--- config.mk ---
export PLATFORM = sky130hd
export DESIGN_NAME = multicycle_cu
export DESIGN_NICKNAME = d
export VERILOG_FILES = /design/src/rtl/cu_pkg.sv /design/src/rtl/cu_decoder.sv /design/src/rtl/multicycle_cu.sv
export SDC_FILE = /design/constraint.sdc
export NUM_CORES = 1
export LEC_CHECK = 0
export ABC_AREA = 1
export BUFFER_PORTS_ARGS = -buffer_cell sky130_fd_sc_hd__buf_2
export CELL_PAD_IN_SITES_DETAIL_PLACEMENT = 0
export CELL_PAD_IN_SITES_GLOBAL_PLACEMENT = 1
export CORE_ASPECT_RATIO = 1.2
export CORE_UTILIZATION = 32
export DETAILED_ROUTE_END_ITERATION = 12
export GPL_TIMING_DRIVEN = 0
export PLACE_DENSITY = 0.86
export SKIP_CTS_REPAIR_TIMING = 1
export SYNTH_ARGS = -nofsm -noshare
export SYNTH_HDL_FRONTEND = slang
export SYNTH_SLANG_ARGS = --single-unit
--- constraint.sdc ---
create_clock -name clk -period 1.4 [get_ports clk]
set_input_delay 0.07 -clock clk [delete_from_list [all_inputs] [get_ports clk]]
set_output_delay 0.07 -clock clk [all_outputs]
set_load 0.01 [all_outputs]
--- src/rtl/cu_pkg.sv ---
// Shared encodings for the multi-cycle MIPS-subset control unit: opcodes, function
// codes, ALU control values, FSM states and instruction classes.
package cu_pkg;

   localparam int OPCODE_BITS   = 6;
   localparam int FN_BITS       = 6;
   localparam int ALU_CTRL_BITS = 4;

   localparam logic [OPCODE_BITS-1:0] OP_RTYPE = 6'b000000;
   localparam logic [OPCODE_BITS-1:0] OP_ADDI  = 6'b001000;
   localparam logic [OPCODE_BITS-1:0] OP_LW    = 6'b100011;
   localparam logic [OPCODE_BITS-1:0] OP_SW    = 6'b101011;
   localparam logic [OPCODE_BITS-1:0] OP_BEQ   = 6'b000100;

   localparam logic [FN_BITS-1:0] FN_ADD = 6'b100000;
   localparam logic [FN_BITS-1:0] FN_SUB = 6'b100010;
   localparam logic [FN_BITS-1:0] FN_AND = 6'b100100;
   localparam logic [FN_BITS-1:0] FN_OR  = 6'b100101;
   localparam logic [FN_BITS-1:0] FN_SLL = 6'b000000;
   localparam logic [FN_BITS-1:0] FN_SRL = 6'b000010;

   localparam logic [ALU_CTRL_BITS-1:0] ALU_ADD = 4'b0000;
   localparam logic [ALU_CTRL_BITS-1:0] ALU_SUB = 4'b0001;
   localparam logic [ALU_CTRL_BITS-1:0] ALU_AND = 4'b0010;
   localparam logic [ALU_CTRL_BITS-1:0] ALU_OR  = 4'b0100;
   localparam logic [ALU_CTRL_BITS-1:0] ALU_SLL = 4'b1001;
   localparam logic [ALU_CTRL_BITS-1:0] ALU_SRL = 4'b1010;

   typedef enum logic [2:0] {
      ST_IDLE, ST_DECODE, ST_EXEC, ST_MEM_RD, ST_MEM_WR, ST_WB, ST_TRAP, ST_MEMERR
   } cu_state_e;

   typedef enum logic [2:0] {
      CLS_R, CLS_ADDI, CLS_LW, CLS_SW, CLS_BEQ, CLS_ILLEGAL
   } instr_class_e;

endpackage

--- src/rtl/cu_decoder.sv ---
// Combinational instruction classifier: maps opcode/function code to an
// instruction class, ALU operation and immediate-operand select.
module cu_decoder
   import cu_pkg::*;
(
   input  logic [OPCODE_BITS-1:0]   opcode,
   input  logic [FN_BITS-1:0]       fn_code,
   output instr_class_e             instr_class,
   output logic [ALU_CTRL_BITS-1:0] alu_control,
   output logic                     alu_src_imm,
   output logic                     illegal
);

   always_comb begin
      instr_class = CLS_ILLEGAL;
      alu_control = ALU_ADD;
      alu_src_imm = 1'b0;
      case (opcode)
         OP_RTYPE: begin
            instr_class = CLS_R;
            case (fn_code)
               FN_ADD:  alu_control = ALU_ADD;
               FN_SUB:  alu_control = ALU_SUB;
               FN_AND:  alu_control = ALU_AND;
               FN_OR:   alu_control = ALU_OR;
               FN_SLL:  alu_control = ALU_SLL;
               FN_SRL:  alu_control = ALU_SRL;
               default: instr_class = CLS_ILLEGAL;
            endcase
         end
         OP_ADDI: begin
            instr_class = CLS_ADDI;
            alu_src_imm = 1'b1;
         end
         OP_LW: begin
            instr_class = CLS_LW;
            alu_src_imm = 1'b1;
         end
         OP_SW: begin
            instr_class = CLS_SW;
            alu_src_imm = 1'b1;
         end
         OP_BEQ: begin
            instr_class = CLS_BEQ;
            alu_control = ALU_SUB;
         end
         default: instr_class = CLS_ILLEGAL;
      endcase
      illegal = (instr_class == CLS_ILLEGAL);
   end

endmodule

--- src/rtl/multicycle_cu.sv ---
// Multi-cycle main control unit: accepts one instruction per valid/ready handshake
// and sequences DECODE/EXEC/MEM/WB, trapping illegal opcodes and memory timeouts.
module multicycle_cu
   import cu_pkg::*;
#(
   parameter int OPCODE_W    = 6,
   parameter int FN_W        = 6,
   parameter int ALU_CTRL_W  = 4,
   parameter int MEM_TIMEOUT = 15
) (
   input  logic                  clk,
   input  logic                  rst_n,
   input  logic                  instr_valid,
   output logic                  instr_ready,
   input  logic [OPCODE_W-1:0]   opcode,
   input  logic [FN_W-1:0]       fn_code,
   input  logic                  zero,
   input  logic                  mem_ready,
   output logic                  reg_write,
   output logic                  alu_to_reg,
   output logic                  alu_src_imm,
   output logic [ALU_CTRL_W-1:0] alu_control,
   output logic                  mem_read,
   output logic                  mem_write,
   output logic                  pc_write,
   output logic                  branch_taken,
   output logic                  illegal,
   output logic                  mem_error,
   output cu_state_e             fsm_state
);

   localparam int CNT_W = $clog2(MEM_TIMEOUT + 1);
   localparam logic [CNT_W-1:0] CNT_LAST = CNT_W'(MEM_TIMEOUT - 1);

   // Handshake: an instruction transfers on any rising edge where
   // instr_valid && instr_ready; fields are only captured on that edge.
   cu_state_e               state, state_nxt;
   logic [OPCODE_W-1:0]     op_q;
   logic [FN_W-1:0]         fn_q;
   logic [CNT_W-1:0]        wait_cnt;
   logic                    accept, in_mem, mem_timeout;
   instr_class_e            cls;
   logic [ALU_CTRL_W-1:0]   dec_alu;
   logic                    dec_imm, dec_illegal;

   cu_decoder u_decoder (
      .opcode      (op_q),
      .fn_code     (fn_q),
      .instr_class (cls),
      .alu_control (dec_alu),
      .alu_src_imm (dec_imm),
      .illegal     (dec_illegal)
   );

   assign accept      = instr_valid && instr_ready;
   assign in_mem      = (state == ST_MEM_RD) || (state == ST_MEM_WR);
   assign mem_timeout = (wait_cnt == CNT_LAST);
   assign fsm_state   = state;

   always_ff @(posedge clk or negedge rst_n) begin
      if (!rst_n) begin
         state    <= ST_IDLE;
         op_q     <= '0;
         fn_q     <= '0;
         wait_cnt <= '0;
      end else begin
         state <= state_nxt;
         if (accept) begin
            op_q <= opcode;
            fn_q <= fn_code;
         end
         // Counts cycles spent in a memory state; stops at CNT_LAST since the FSM leaves then.
         wait_cnt <= (in_mem && state_nxt == state) ? wait_cnt + 1'b1 : '0;
      end
   end

   always_comb begin
      state_nxt    = state;
      instr_ready  = 1'b0;
      reg_write    = 1'b0;
      alu_to_reg   = 1'b0;
      alu_src_imm  = 1'b0;
      alu_control  = '0;
      mem_read     = 1'b0;
      mem_write    = 1'b0;
      pc_write     = 1'b0;
      branch_taken = 1'b0;
      illegal      = 1'b0;
      mem_error    = 1'b0;
      case (state)
         ST_IDLE: begin
            instr_ready = 1'b1;
            if (instr_valid) state_nxt = ST_DECODE;
         end
         ST_DECODE: state_nxt = dec_illegal ? ST_TRAP : ST_EXEC;
         ST_EXEC: begin
            alu_control = dec_alu;
            alu_src_imm = dec_imm;
            case (cls)
               CLS_LW:  state_nxt = ST_MEM_RD;
               CLS_SW:  state_nxt = ST_MEM_WR;
               CLS_BEQ: begin
                  pc_write     = 1'b1;
                  branch_taken = zero;
                  state_nxt    = ST_IDLE;
               end
               default: state_nxt = ST_WB;
            endcase
         end
         ST_MEM_RD: begin
            mem_read    = 1'b1;
            alu_control = dec_alu;
            alu_src_imm = dec_imm;
            if (mem_ready)        state_nxt = ST_WB;
            else if (mem_timeout) state_nxt = ST_MEMERR;
         end
         ST_MEM_WR: begin
            mem_write   = 1'b1;
            alu_control = dec_alu;
            alu_src_imm = dec_imm;
            if (mem_ready) begin
               pc_write  = 1'b1;
               state_nxt = ST_IDLE;
            end else if (mem_timeout) begin
               state_nxt = ST_MEMERR;
            end
         end
         ST_WB: begin
            reg_write  = 1'b1;
            pc_write   = 1'b1;
            alu_to_reg = (cls != CLS_LW);
            state_nxt  = ST_IDLE;
         end
         ST_TRAP: begin
            illegal   = 1'b1;
            state_nxt = ST_IDLE;
         end
         ST_MEMERR: begin
            mem_error = 1'b1;
            state_nxt = ST_IDLE;
         end
         default: state_nxt = ST_IDLE;
      endcase
   end

endmodule

# ---- Word-level counts from Yosys, hierarchy flattened
# Index checks and enable logic that the tools add are counted.
dict set report word_totals {
  reg_bits 19
  in_bits 17
  output_inout_bits 17
  word_cells 65
}
dict set report classes {
  reduce_logical 10
  n_mux 27
  n_eq_ne 23
  add_sub_neg 1
}
# op n
set op_table {}
lappend op_table {{$eq A6 B6 Y1 const B} 6}
lappend op_table {{$pmux W4 S5} 1}
lappend op_table {{$eq A3 B3 Y1 const B} 6}
lappend op_table {{$mux W3} 6}
lappend op_table {{$pmux W3 S6} 1}
lappend op_table {{$pmux W3 S5} 1}
lappend op_table {{$mux W1} 13}
lappend op_table {{$eq A3 B2 Y1 const B} 4}
lappend op_table {{$logic_not A6 Y1} 2}
lappend op_table {{$pmux W3 S3} 1}
lappend op_table {{$reduce_or A3 Y1} 3}
lappend op_table {{$mux W4} 2}
lappend op_table {{$pmux W4 S2} 1}
lappend op_table {{$eq A6 B2 Y1 const B} 1}
lappend op_table {{$eq A6 B3 Y1 const B} 1}
lappend op_table {{$eq A6 B4 Y1 const B} 1}
lappend op_table {{$reduce_or A6 Y1} 1}
lappend op_table {{$add A4 B1 Y4 const B} 1}
lappend op_table {{$eq A4 B4 Y1 const B} 1}
lappend op_table {{$eq A3 B1 Y1 const B} 1}
lappend op_table {{$eq A3 B3 Y1} 1}
lappend op_table {{$logic_not A3 Y1} 1}
lappend op_table {{$ne A3 B2 Y1 const B} 1}
lappend op_table {{$pmux W1 S3} 1}
lappend op_table {{other kinds (2)} 3}

# ---- Depth between registers and ports, before layout
# Gate-level depths: netlist of the first run.
dict set report depth {
  word_depth 10
  ltp_mapped 12
  ltp_nobuf 12
}

# ---- Hierarchy
# Synthesis of the first run repeated with hierarchy kept, for this count alone.
dict set report unflattened {
  hier_cells 154
  area_unflattened_um2 1278.7
}
# mod instances cells_each seq_area_each_um2 area_each_um2
set by_module_without_submodules {}
lappend by_module_without_submodules {multicycle_cu 1 107 475.5 1031.0}
lappend by_module_without_submodules {cu_decoder 1 47 0.0 247.7}

# ---- Least setup slack after synthesis of the first run
# OpenSTA, ideal clock, no wires.
dict set report synth_timing {
  path_kind {reg2reg}
  start {register state[2], in the netlist fsm_state[2]}
  end {register fn_q[0]}
  path_slack_ns -0.148
  path_stages_with_launch 6
  setup_ns 0.077
  arrival_time_ns 1.470
  synth_period_minus_slack_ns 1.548
  path_buffers 2
  t_required_ns 1.323
  cell_sequence {dfrtp_1 -> nor3_1 -> nand2_2 -> buf_6 -> buf_6 -> a21oi_1}
}
dict set report synth_between {
  elab_chain_cells 3
}
# element line
set synth_rtl {}
lappend synth_rtl {{start: declaration} multicycle_cu.sv:37} ;# cu_state_e state, state_nxt;
lappend synth_rtl {{start signal: assignment} multicycle_cu.sv:67} ;# state <= state_nxt;
lappend synth_rtl {{$logic_not A3 Y1} multicycle_cu.sv:90} ;# case (state)
lappend synth_rtl {{$mux W1} multicycle_cu.sv:90}
lappend synth_rtl {{named net instr_ready} multicycle_cu.sv:14} ;# output logic instr_ready,
lappend synth_rtl {{$logic_and A1 B1 Y1} multicycle_cu.sv:55} ;# assign accept = instr_valid && instr_ready;
lappend synth_rtl {{end signal: assignment} multicycle_cu.sv:70} ;# fn_q <= fn_code;
lappend synth_rtl {{end: declaration} multicycle_cu.sv:39} ;# logic [FN_W-1:0] fn_q;
# The timed path passes the listed nets, and every way through them passes these cells.
# A chain may end at the register's enable or synchronous reset.

# ---- Worst setup path in the final report of the first run
dict set report layout_timing {
  start {register state[0], in the netlist fsm_state[0]}
  end {output alu_control[1]}
}
dict set report layout_between {
  elab_chain_cells 3
  word_cells_on_any_way 5
  classes_between {eq/ne: 3; mux: 1; reduce/logical: 1}
}
# element line
set layout_rtl {}
lappend layout_rtl {{$eq A3 B2 Y1 / $eq A3 B3 Y1 (equally long branches)} multicycle_cu.sv:90}
lappend layout_rtl {{$reduce_or A3 Y1 (no line) *} n/a}
lappend layout_rtl {{$mux W4 *} multicycle_cu.sv:90}
lappend layout_rtl {{end: declaration} multicycle_cu.sv:22} ;# output logic [ALU_CTRL_W-1:0] alu_control,
# Every way passes the cells marked *; elsewhere a longest branch is shown, timed or not.

==> results.yml, run 1 <==
outcome:
  status: "finished, violations left"
  violations: "design-rule violations, negative setup slack"
synthesis:
  ys_warn_count: 0
  ys_seq_elements: 19
  synthTopCellsByArea: "dfrtp_1, nor2_1, nand3_1"
  async_reset_ff_share_pct: 100
  synth_top_area_share_pct: 41.3
  avgSynthCellArea_um2: 7.56
  post-synth-top-area-cell: "dfrtp_1"
  synth_edf_count: 0
  ys_types: 27
  synth_flop_cell: "dfrtp_1"
  syn_inst: 152
  netlist_area_um2: 1150
  seq_area_frac_synth_pct: 41.3
  synth_nets: 171
power:
  power_switching_w: 0.00135
  leakagePower_nw: 0.834
  peakVddDrop_uv: 835
  seq_power_share_pct: 35.8
  pwr_density_cell_nw_per_um2: 1880
  pwr-share-comb_pct: 51.7
  swShare_pct: 44.8
  p_clk_share_pct: 12.6
  p_int_w: 0.00166
place:
  hpwl_um: 1990
  dp_cells: 222
  routabilityCongestion: 0.705
  port_buffers: 33
clock_network:
  worstSkewPairLatency_ps: 260
  cts_buffers: 3
  path_clk_slew_ps: 70
  clock-root-buffer: "clkbuf_8"
  cts_buffer_depth: 2
  cts_tree: "yes"
  htree_levels: 1
  clkSinkCount: 19
floorplanning:
  die_x_um: 56.7
  num_io_pins: 34
  die_height_um: 67.7
  fp.coreArea_um2: 3400
  start_util_pct: 33.9
  die-area_um2: 3840
  std_cell_rows: 23
final_layout:
  final_layout_size_suffix_gt1_share_pct: 44.8
  diodes: 0
  utilization_pct: 47.2
  areaGrowthSynthToFinish_pct: 39.3
  final_nets: 221
  layout_common_cells: "buf_2, nor2_1, nand2_1, nand3_1"
  layout_commonest_cell: "buf_2"
  layout.cells.non_filler: 238
critical_path:
  worst_setup_path_start_kind: "register"
  r2r-end: "wait_cnt[2]$_DFF_PN0_"
  cp_max_fo: 8
  cp.arrival_ps: 1590
  r2r_slack_ps: -170
  startpoint: "fsm_state[0]$_DFF_PN0_"
  r2r_start: "fsm_state[0]$_DFF_PN0_"
  endpoint_kind: "primary output"
  critPathKind: "register to primary output"
  worstSetupEndpoint: "alu_control[1]"
  cp.required_ps: 1330
  r2r_cells: 9
timing:
  setup_violations: 26
  rsz0062_at_grt: "true"
  holdWs_ps: 40.8
  hold_violations: 0
  min_period_over_period_pct: 118
  max_freq_mhz: 604
  clock-skew-final_ps: 2.15
  finalMaxSlewViolations: 0
  slew_headroom_pct: 71.8
  fin_crit_ps: 1660
  worst_slew_pin_slew_ps: 423
  setup_slack_ps: -256
route:
  postRouteAntennaNets: 0
  via_count: 1140
  wl_um: 2780
  drtIter0Drc: 18
  firstDrtPassIters: 8
  top_layer: "met4"
  wl_per_cell_um: 11.7
  vias_per_cell: 4.79
  routedLengthMet1_um: 1310
  wl_met3_um: 83
  drc: 6
  dr_wl_met2_um: 1330
grt:
  grt_antenna_before_repair: 0
  grt_max_degree: 20
  overflow: 0
  grt_pass1_wl_um: 4020
  grt_use_total_pct: 13.8
  grt_pass1_vias: 896
run:
  cap_violations: 0
hold_path:
  holdCritPathClass: "input port to register"
-- sequential cells by signal, indices dropped and copies added (netlist names) --
| signal | count |
|---|---|
| fn_q | 6 |
| fsm_state | 3 |
| op_q | 6 |
| wait_cnt | 4 |
-- power by group through the flow --
stage	logic [W]	registers, W	clock network, W
2_1_floorplan	0.000866	0.000991	0
3_3_place_gp	0.00117	0.00102	0
3_5_place_dp	0.00118	0.00103	0
4_1_cts	0.00119	0.00102	0.000390
5_1_grt	0.00170	0.00111	0.000419
6_report	0.00156	0.00108	0.000379
-- logic make-up (layout without fill, tap and decap cells) --
family          Yosys count  count (layout)  share of synthesized area (%)
buf+inv                  21              70                           8.16
mux                       3               3                           2.94
flops                    19              19                           41.3
xor+xnor                  2               2                           1.52
fa+ha+maj                 2               2                           2.18
simple gates             90              90                           37.0
compound gates           15              15                           6.85
-- synthesized netlist by cell type (2+ instances only) --
library cell  instances
nand2_1              23
mux2_2                3
nand3_1              19
dfrtp_1              19
a21oi_1              11
nor2_1               30
buf_6                 2
nor3b_1               2
nand2_2               2
ha_1                  2
inv_1                18
nor3_1                6
-- layout make-up --
class,instances,area [um2]
Timing Repair Buffer,45,259
Fill cell,352,1790
Clock buffer,3,41.3
Clock inverter,1,5.00
Inverter,19,73.8
Multi-Input combinational cell,112,673
Sequential cell,19,480
Tap cell,37,46.3
Buffer,2,22.5
-- per-layer routing --
metal,up-vias,track usage (%)
met5,-,0
met4,0,8.44
met3,5,1.72
met2,20,21.4
met1,519,18.2
li1,596,-
-- critical path, cell delays in order (launching register included) --
cell,delay [ps]
dfrtp_2,490
buf_6,150
nor3_4,120
or2_4,170
nand3_4,80
nor3b_2,180
buf_2,150
-- worst min path at each step --
| stage | startpoint | endpoint | slack [ps] | cells past startpoint |
|---|---|---|---|---|
| detailed placement | rst_n | wait_cnt[0]$_DFF_PN0_ | 30 | 1 |
| floorplan | rst_n | fn_q[0]$_DFFE_PN0P_ | -230 | 0 |
| global route | fn_code[3] | fn_q[3]$_DFFE_PN0P_ | 40 | 2 |
| finish | fn_code[3] | fn_q[3]$_DFFE_PN0P_ | 40 | 2 |
| global placement | rst_n | wait_cnt[0]$_DFF_PN0_ | 30 | 1 |
| CTS | rst_n | wait_cnt[0]$_DFF_PN0_ | -250 | 1 |
-- per-stage QoR --
step / setup TNS, ps / area (um2) / setup slack (ps) / total power (W)
global route: -5690 / 1600 / -333 / 0.00324
finish: -3400 / 1600 / -256 / 0.00301
global placement: -1690 / 1370 / -174 / 0.00219
detailed placement: -1820 / 1370 / -168 / 0.00221
CTS: -4080 / 1420 / -437 / 0.00260
floorplan: -100 / 1160 / -11.1 / 0.00186
No activity file was read; power rests on OpenSTA's default activity.
==> run 2, diff against run 1 <==
REMOVE_ABC_BUFFERS = 1   (was not set)
==> results.yml, run 2 (synthesis gave the netlist of run 1 again) <==
outcome:
  status: "finished, violations left"
  violations: "design-rule violations, negative setup slack"
power:
  leakagePower_nw: 0.802
  pwr_density_cell_nw_per_um2: 1830
  peakVddDrop_uv: 832
  power_w: 0.00277
final_layout:
  areaGrowthSynthToFinish_pct: 31.8
  final_nets: 215
  final_layout_size_suffix_gt1_share_pct: 37.4
  top_regs: "fn_q (6), op_q (6), wait_cnt (4)"
  diodes: 0
  utilization_pct: 44.6
  layout_common_cells: "buf_2, nor2_1, nand2_1, nand3_1, inv_1"
  layout_commonest_cell: "buf_2"
  fillers: 372
timing:
  finalMaxSlewViolations: 0
  slew_headroom_pct: 70.3
  max_freq_mhz: 587
  clock-skew-final_ps: 3.80
  setup_violations: 25
  setup_slack_ps: -302
  rsz0062_at_grt: "true"
  min_period_over_period_pct: 122
  hold_violations: 0
  worst_slew_pin_slew_ps: 445
  fin_crit_ps: 1700
place:
  port_buffers: 33
  hpwl_um: 1880
  place_ws_ps: -214
  routabilityCongestion: 0.782
grt:
  grt_pass1_wl_um: 4360
  grt_max_degree: 23
  grt_antenna_before_repair: 0
  overflow: 0
  grt_use_total_pct: 14.7
  grt_pass1_vias: 1072
floorplanning:
  num_io_pins: 34
  die_height_um: 67.7
  fp.coreArea_um2: 3400
  die_x_um: 56.7
  die-area_um2: 3840
  std_cell_rows: 23
  start_util_pct: 33.9
clock_network:
  cts_buffers: 3
  cts_tree: "yes"
  worstSkewPairLatency_ps: 260
  path_clk_slew_ps: 80
  cts_buffer_depth: 2
  clock-root-buffer: "clkbuf_8"
  clkSinkCount: 19
  htree_levels: 1
critical_path:
  r2r_cells: 9
  worst_setup_path_start_kind: "register"
  r2r_start: "fsm_state[1]$_DFF_PN0_"
  r2r-end: "wait_cnt[1]$_DFF_PN0_"
  endpoint_kind: "primary output"
  cp.arrival_ps: 1630
  cp_max_fo: 7
  r2r_slack_ps: -150
  worstSetupEndpoint: "alu_control[1]"
  critPathKind: "register to primary output"
  startpoint: "fsm_state[1]$_DFF_PN0_"
  cp.required_ps: 1330
route:
  via_count: 1108
  drc: 4
  vias_per_cell: 4.78
  wl_um: 2570
  postRouteAntennaNets: 0
  firstDrtPassIters: 8
  wl_per_cell_um: 11.1
  drtIter0Drc: 38
hold_path:
  holdCritPathClass: "input port to register"
run:
  cap_violations: 0
==> run 2: cell count changes in the layout (fill, tap and decap cells not counted), moves of 2 or more <==
cell | previous run | this run
nor2_2 | 7 | 5
a21oi_1 | 4 | 11
nand2_2 | 5 | 3
buf_4 | 9 | 7
nor2_1 | 23 | 25
a21oi_2 | 7 | 0
buf_6 | 3 | 0
==> run 2: area by class of cell <==
cell class	instances	area, um2	share of cell area [%]
Inverter	19	73.8	4.87
Clock buffer	3	41.3	2.73
Sequential cell	19	480	31.7
Multi-Input combinational cell	112	638	42.1
Tap cell	37	46.3	3.06
Clock inverter	1	7.51	0.495
Timing Repair Buffer	41	228	15.0
==> run 2: stage by stage <==
step | std cells | TNS, ps | hold slack [ps] | cell area, um2
after CTS | 224 | -4690 | -248 | 1390
after detailed placement | 220 | -2330 | 39.1 | 1340
final | 232 | -2750 | 33.5 | 1520
after global routing | 232 | -6130 | 25.5 | 1520
after floorplan | 150 | -2100 | -226 | 1130
after global placement | 220 | -2240 | 35.3 | 1340
==> run 2: worst min path at each step <==
stage,from,endpoint,slack [ps],cells past startpoint
6_report,fn_code[4],fn_q[4]$_DFFE_PN0P_,30,2
4_1_cts,rst_n,wait_cnt[2]$_DFF_PN0_,-250,1
5_1_grt,fn_code[2],fn_q[2]$_DFFE_PN0P_,30,2
3_5_place_dp,rst_n,wait_cnt[2]$_DFF_PN0_,40,1
2_1_floorplan,rst_n,fn_q[0]$_DFFE_PN0P_,-230,0
3_3_place_gp,rst_n,wait_cnt[2]$_DFF_PN0_,40,1
==> run 2: critical path, cell delays in order, from the launching register on <==
cell and delay [ps]:
dfrtp_2 450, inv_4 60, nor3_4 250, or2_4 180
nand3_4 80, nor3b_2 190, buf_2 150
==> run 2: metal layers <==
metal  global-route usage (%)  part of all wire, %
met1                     15.6                   44
met2                     28.1                   50
met3                     3.26                  4.8
met4                     5.94                  1.5
met5                        0                    0
==> run 2: report_power, final <==
part / internal (W) / leakage (nW) / total, W / switching, W
Combinational: 0.000561 / 0.559 / 0.00133 / 0.000766
Sequential: 0.000781 / 0.222 / 0.00104 / 0.000261
Clock: 0.000201 / 0.0217 / 0.000403 / 0.000202
Total: 0.00154 / 0.802 / 0.00277 / 0.00123
==> run 3, diff against run 2 <==
CORE_UTILIZATION = 36   (was 32)
PLACE_DENSITY = 0.9   (was 0.86)
clock period = 1.8 ns   (was 1.4 ns; I/O delays follow)
==> results.yml, run 3 (synthesis gave the netlist of run 1 again) <==
floorplanning:
  std_cell_rows: 22
  die_height_um: 63.9
  start_util_pct: 37.6
  num_io_pins: 34
  die_x_um: 53.6
  die-area_um2: 3420
  fp.coreArea_um2: 3060
critical_path:
  cp.required_ps: 1710
  r2r_start: "op_q[2]$_DFFE_PN0P_"
  slowest_stage: "dfrtp_2"
  worst_setup_path_start_kind: "register"
  path_buf_inv: 2
  r2r_slack_ps: 190
  r2r_cells: 11
  r2r-end: "wait_cnt[0]$_DFF_PN0_"
  cpPeakStageDelay_ps: 450
  cp_max_fo: 7
  path_delay_family: "simple AND/OR/NAND/NOR gates"
  path_cells: "inv_2, nor3_4, or2_4, nand3_2, nor3_1, buf_2"
  critPathKind: "register to primary output"
  endpoint_kind: "primary output"
  cp.arrival_ps: 1630
route:
  wl_per_cell_um: 11.4
  postRouteAntennaNets: 0
  drtIter0Drc: 37
  via_count: 1136
  drc: 0
  firstDrtPassIters: 4
  vias_per_cell: 4.98
  wl_um: 2610
clock_network:
  path_clk_slew_ps: 110
  cts_tree: "yes"
  htree_levels: 1
  cts_buffers: 3
  worstSkewPairLatency_ps: 290
  cts_buffer_depth: 2
  clkSinkCount: 19
  clock-root-buffer: "clkbuf_4"
timing:
  hold_violations: 0
  clock-skew-final_ps: 1.84
  setup_violations: 0
  max_freq_mhz: 582
  worst_slew_pin_slew_ps: 435
  setup_slack_ps: 83.0
  fin_crit_ps: 1720
  slew_headroom_pct: 71.0
  min_period_over_period_pct: 95.4
  finalMaxSlewViolations: 0
  finalSetupTns_ps: 0
grt:
  grt_max_degree: 23
  grt_antenna_before_repair: 0
  overflow: 0
  grt_use_total_pct: 17.2
  grt_pass1_vias: 1045
  grt_pass1_wl_um: 4290
power:
  p_int_w: 0.00108
  peakVddDrop_uv: 701
  power_w: 0.00199
  swShare_pct: 45.4
  leakagePower_nw: 0.779
  pwr-share-comb_pct: 48.8
  power_switching_w: 0.000903
  seq_power_share_pct: 40.4
  p_clk_share_pct: 10.8
  pwr_density_cell_nw_per_um2: 1380
final_layout:
  top_regs: "fn_q (6), op_q (6), wait_cnt (4)"
  layout_commonest_cell: "buf_2"
  fin_area_um2: 1440
  layout.cells.non_filler: 228
  regArea_um2: 479
  areaGrowthSynthToFinish_pct: 25.2
  diodes: 0
  final_layout_size_suffix_gt1_share_pct: 33.9
  final_nets: 212
  layout_common_cells: "buf_2, nor2_1, nand2_1, nand3_1, inv_1"
  multi_input_area_um2: 612
  fillers: 295
hold_path:
  holdCritPathClass: "input port to register"
  worstHoldStart: "fn_code[2]"
  min_to: "fn_q[2]$_DFFE_PN0P_"
  holdPathStages: 2
run:
  cap_violations: 0
outcome:
  status: "finished, final reports clean"
place:
  place_ws_ps: 234
  routabilityCongestion: 0.885
  dp_cells: 219
  placed_cell_area_um2: 1340
  hpwl_um: 1950
  port_buffers: 33
run 3: cell types whose count changed in the layout (fill, tap and decap cells not counted), sizes merged:
cell	delta
clkinv	+1
buf	-3
clkinvlp	-1
run 3: layer usage:
metal	vias to the layer above	global-route usage, %	share of wire, %
met4	0	11.5	1.3
met2	41	27.7	51
li1	570	-	-
met1	521	20.5	42
met5	-	0	0
met3	4	2.38	5.1
run 3: power by group through the flow:
stage / Clock, W / Sequential (W) / Combinational (W)
finish: 0.000215 / 0.000804 / 0.000969
CTS: 0.000228 / 0.000784 / 0.000878
global route: 0.000244 / 0.000834 / 0.00111
detailed placement: 0 / 0.000793 / 0.000871
floorplan: 0 / 0.000765 / 0.000635
global placement: 0 / 0.000782 / 0.000845
run 3: area by class of cell:
| class | count | share of cell area, % |
|---|---|---|
| Clock buffer | 3 | 1.56 |
| Sequential cell | 19 | 33.3 |
| Clock inverter | 1 | 0.348 |
| Tap cell | 36 | 3.13 |
| Inverter | 19 | 4.95 |
| Multi-Input combinational cell | 112 | 42.5 |
| Timing Repair Buffer | 38 | 14.2 |
run 3: how the worst max path moves through the flow:
stage                     endpoint  slack, ps                   start  cells after the start
2_1_floorplan  fn_q[2]$_DFFE_PN0P_        130  fsm_state[2]$_DFF_PN0_                      3
3_3_place_gp   fn_q[3]$_DFFE_PN0P_        240  fsm_state[2]$_DFF_PN0_                      3
3_5_place_dp   fn_q[4]$_DFFE_PN0P_        230  fsm_state[2]$_DFF_PN0_                      3
4_1_cts             alu_control[1]       -100  fsm_state[0]$_DFF_PN0_                      7
5_1_grt             alu_control[1]        -30  fsm_state[1]$_DFF_PN0_                      7
6_report            alu_control[2]         80  fsm_state[1]$_DFF_PN0_                      6
run 3: stage by stage:
stage | hold WS [ps] | util, %
detailed placement | 55.6 | 43.8
floorplan | -206 | -
global placement | 46.6 | 43.8
finish | 23.6 | 47.1
global route | 7.98 | 47.1
CTS | -282 | 44.7
